==> src/rtl/writeback_arbiter.sv <==
// Arbitrates the single register-file write port between the ALU and the load unit,
// and keeps a per-register pending-write scoreboard that drives decode hazard flags.
module writeback_arbiter #(
    parameter int WORD_SIZE   = 32,
    parameter int NUM_REGS    = 32,
    parameter int INDEX_WIDTH = $clog2(NUM_REGS)
) (
    input  logic                   clk,
    input  logic                   reset,
    input  logic                   issue_valid,
    input  logic [INDEX_WIDTH-1:0] issue_idx,
    output logic                   issue_ready,
    input  logic                   alu_valid,
    input  logic [INDEX_WIDTH-1:0] alu_idx,
    input  logic [WORD_SIZE-1:0]   alu_data,
    output logic                   alu_ready,
    input  logic                   mem_valid,
    input  logic [INDEX_WIDTH-1:0] mem_idx,
    input  logic [WORD_SIZE-1:0]   mem_data,
    output logic                   mem_ready,
    output logic                   rf_write_enable,
    output logic [INDEX_WIDTH-1:0] rf_write_idx,
    output logic [WORD_SIZE-1:0]   rf_write_data,
    input  logic [INDEX_WIDTH-1:0] read_idx_1,
    input  logic [INDEX_WIDTH-1:0] read_idx_2,
    output logic                   hazard_1,
    output logic                   hazard_2
);

    logic [NUM_REGS-1:0]    r_busy;
    logic                   r_rr_ptr;
    logic                   r_wr_en;
    logic [INDEX_WIDTH-1:0] r_wr_idx;
    logic [WORD_SIZE-1:0]   r_wr_data;

    logic                   w_alu_gnt;
    logic                   w_mem_gnt;
    logic                   w_any_gnt;
    logic                   w_dual;
    logic                   w_issue_ok;
    logic [INDEX_WIDTH-1:0] w_win_idx;
    logic [WORD_SIZE-1:0]   w_win_data;
    logic [NUM_REGS-1:0]    w_set;
    logic [NUM_REGS-1:0]    w_clr;

    // rr_ptr names the requester that wins the next dual-valid cycle (0 = ALU).
    always_comb begin
        w_alu_gnt  = reset & alu_valid & (~mem_valid | ~r_rr_ptr);
        w_mem_gnt  = reset & mem_valid & (~alu_valid | r_rr_ptr);
        w_any_gnt  = w_alu_gnt | w_mem_gnt;
        w_dual     = alu_valid & mem_valid;
        w_win_idx  = w_mem_gnt ? mem_idx  : alu_idx;
        w_win_data = w_mem_gnt ? mem_data : alu_data;
        w_issue_ok = reset & issue_valid & ~r_busy[issue_idx];

        w_set = '0;
        if (w_issue_ok && (issue_idx != '0)) begin
            w_set[issue_idx] = 1'b1;
        end
        w_clr = '0;
        if (r_wr_en) begin
            w_clr[r_wr_idx] = 1'b1;
        end
    end

    // Set is OR'ed in after the clear so a same-edge issue keeps the register pending.
    always_ff @(posedge clk or negedge reset) begin
        if (!reset) begin
            r_busy    <= '0;
            r_rr_ptr  <= 1'b0;
            r_wr_en   <= 1'b0;
            r_wr_idx  <= '0;
            r_wr_data <= '0;
        end else begin
            r_busy  <= (r_busy & ~w_clr) | w_set;
            r_wr_en <= w_any_gnt && (w_win_idx != '0);
            if (w_dual) begin
                r_rr_ptr <= ~r_rr_ptr;
            end
            if (w_any_gnt) begin
                r_wr_idx  <= w_win_idx;
                r_wr_data <= w_win_data;
            end
        end
    end

    assign issue_ready     = w_issue_ok;
    assign alu_ready       = w_alu_gnt;
    assign mem_ready       = w_mem_gnt;
    assign rf_write_enable = r_wr_en;
    assign rf_write_idx    = r_wr_idx;
    assign rf_write_data   = r_wr_data;
    assign hazard_1        = reset & r_busy[read_idx_1] & (read_idx_1 != '0);
    assign hazard_2        = reset & r_busy[read_idx_2] & (read_idx_2 != '0);

endmodule

==> config.mk <==
export PLATFORM = sky130hd
export DESIGN_NAME = writeback_arbiter
export DESIGN_NICKNAME = d
export VERILOG_FILES = /design/src/rtl/writeback_arbiter.sv
export SDC_FILE = /design/constraint.sdc
export NUM_CORES = 1
export LEC_CHECK = 0
export BUFFER_PORTS_ARGS = -buffer_cell sky130_fd_sc_hd__buf_2
export CAP_MARGIN = 30
export CORE_UTILIZATION = 39
export CTS_CLUSTER_DIAMETER = 150
export DETAILED_ROUTE_END_ITERATION = 6
export SLEW_MARGIN = 20
export SYNTH_ARGS = -nofsm -noshare
export SYNTH_HDL_FRONTEND = slang
export SYNTH_SLANG_ARGS = --single-unit
==> constraint.sdc <==
create_clock -name clk -period 5.1 [get_ports clk]
set_input_delay 0.51 -clock clk [delete_from_list [all_inputs] [get_ports clk]]
set_output_delay 0.51 -clock clk [all_outputs]
set_load 0.02 [all_outputs]
==> results.sh <==
export IMPL_outcome="finished, final reports clean"
export IMPL_wl_per_cell_um=16.7
export IMPL_htreeDepth=3
export IMPL_grt_pass1_wl_um=18200
export IMPL_antenna_cells=0
export IMPL_required_ps=4590
export IMPL_synth_ff_type="dfrtp_1"
export IMPL_drt_initial_drc_count=229
export IMPL_rsz0062_at_grt="no"
export IMPL_vias=3717
export IMPL_area_delta_synth_final_pct=24.0
export IMPL_numCtsBuffers=9
export IMPL_cp_end_kind="output port"
export IMPL_worst_pin_slew_ps=592
export IMPL_grt_pass1_vias=3611
export IMPL_place_ws_ps=2180
export IMPL_fillers=984
export IMPL_seq_area_frac_synth_pct=42.8
export IMPL_use_met1_pct=29.2
export IMPL_slew_violations=0
export IMPL_p_leak_nw=2.42
export IMPL_synthTopCellsByArea="dfrtp_1 43%, mux2i_1 12%, o21ai_0 11%, mux4_2 7.6%, nand2_1 5.7%"
export IMPL_yosysTopAreaCellShare_pct=42.8
export IMPL_grtUsageMet3_pct=3.99
export IMPL_crit_fanout=18
export IMPL_insertion_delay_ps=350
export IMPL_fin_crit_sh_pct=57.6
export IMPL_synth_seq_cells=71
export IMPL_stdcell_count=675
export IMPL_cts_sinks=71
export IMPL_syn_avg_cell_area_sq_um=10.1
export IMPL_syn_num_nets=507
export IMPL_start_util_pct=40.2
export IMPL_grt_met2_usage_pct=33.3
export IMPL_gr_total_overflow=0
export IMPL_layout_nets=628
export IMPL_die_y_um=105
export IMPL_hold_viol_final=0
export IMPL_ios=137
export IMPL_cts_hold_buf=0
export IMPL_post_cts_buffers=0
export IMPL_synthCells=413
export IMPL_max_freq_ghz=0.340
export IMPL_rows=37
export IMPL_cts_tree="built"
export IMPL_async_flop_share_pct=100
export IMPL_gp_routability_congestion=0.899
export IMPL_clockRootBuffer="clkbuf_8"
export IMPL_fp_dieW_um=105
export IMPL_dpl_hpwl_um=8520
export IMPL_drt_wl_total_um=11300
export IMPL_clk_path_buf_depth=2
export IMPL_layout_setup_ws_ps=2160
export IMPL_place_inst=658
export IMPL_maxSlewHeadroom_pct=60.5
export IMPL_placed_area_sq_um=4890
export IMPL_clk_pin_slew_ps=80
export IMPL_critPathArrivalTime_ps=2430
export IMPL_ctsResizeCount=0
export IMPL_vias_per_cell=5.51
export IMPL_yosysWarnings=0
export IMPL_synthDistinctLibCells=41
export IMPL_die_area_sq_um=11100
export IMPL_antenna_found_initial=0
export IMPL_drc=0
export IMPL_min_path_type="input pin to asynchronous set/reset pin"
export IMPL_cap_violations=0
export IMPL_drive_gt1_share_pct=33.8
export IMPL_setup_viol=0
export IMPL_yosys_area_top_type="dfrtp_1"
export IMPL_critPathKind="input pin to output port"
export IMPL_drt_pass1_iter_count=5
export IMPL_netlist_area_sq_um=4150
export IMPL_period_needed_ps=2940
export IMPL_core_area_sq_um=10300
export IMPL_ir_drop_uv=154
export IMPL_fin_area_sq_um=5150
export IMPL_grt_max_degree=76
export IMPL_gr_usage_all_layers_pct=21.3
export IMPL_clock_skew_ps=12.3
export IMPL_io_buffers=136
export IMPL_top_usage_layer="met2"
export IMPL_setup_tns_ps=0
export IMPL_powerDensity_nw_per_um2=400
export IMPL_synth_edf_count=0
export IMPL_p_total_w=0.00206
export IMPL_antenna_left=0
export IMPL_critPathLaunchType="input pin"
per-stage QoR:
stage               hold WS [ps]  util [%]
global route                 300      49.8
floorplan                    214         -
detailed placement           466      47.4
finish                       256      49.8
global placement             457      47.4
CTS                          340      49.7
sequential cells by signal, summed over array words and instances (netlist names):
register	count
rf_write_idx	5
rf_write_enable	1
rf_write_data	32
r_busy	32
r_rr_ptr	1
cell type report:
type                            instances  area, sq um  area share (%)
Multi-Input combinational cell        309         2230            43.3
Sequential cell                        71         1780            34.5
Timing Repair Buffer                  141          731            14.2
Tap cell                              136          170            3.31
Clock buffer                           11          151            2.94
Clock inverter                          5         80.1            1.56
Inverter                                2         7.51           0.146
critical path, cell delays in order:
cell	delay, ps
buf_2	390
mux4_2	560
nand2b_1	100
o311ai_2	190
nor4_1	430
buf_2	240
logic make-up after synthesis:
logic type / synth area share, %
mux: 23.5
xor+xnor: 0.211
flops: 42.8
simple gates: 13.7
buf+inv: 3.77
compound gates: 16.0
metal layers:
| metal | vias to the layer above | routed length, um |
|---|---|---|
| met1 | 1714 | 4940 |
| met5 | - | 0 |
| met2 | 222 | 5070 |
| met4 | 0 | 256 |
| li1 | 1759 | - |
| met3 | 22 | 997 |
placed cells by master (no fill, tap or decap), types with 5 or more instances in the layout:
cell type and instances:
dfrtp_1 71, mux2i_1 51, nor3_1 5, nand3_1 9, o21ai_0 92, nor2_1 10, nand3b_1 11, clkbuf_8 11
mux4_2 14, buf_2 136, o31ai_1 8, nand2_1 63
where the power goes:
group	internal (W)	leakage [nW]	switching [W]
Clock	0.000301	0.112	0.000214
Sequential	0.000723	0.827	0.000187
Combinational	0.000313	1.48	0.000321
Total	0.00134	2.42	0.000722
path summary, 6_finish.rpt:
kind	slack [ps]	from	endpoint	cells past startpoint
max in group asynchronous	4270	reset	rf_write_data[1]$_DFFE_PN0P_	3
min	260	reset	r_busy[14]$_DFF_PN0_	2
min reg2reg	480	rf_write_data[8]$_DFFE_PN0P_	rf_write_data[8]$_DFFE_PN0P_	2
min in group clk	350	alu_data[21]	rf_write_data[21]$_DFFE_PN0P_	3
max reg2reg	3380	r_busy[13]$_DFF_PN0_	r_busy[15]$_DFF_PN0_	4
max	2160	issue_idx[0]	issue_ready	6
Yosys cell counts (5+ instances only):
cell,instances
buf_2,9
nand2_1,63
nand3b_1,11
nand3_1,9
nor3_1,5
nor2_1,10
dfrtp_1,71
mux2i_1,51
mux4_2,14
o31ai_1,8
o21ai_0,93
clkbuf_1,19
(Power assumes the default switching activity.)
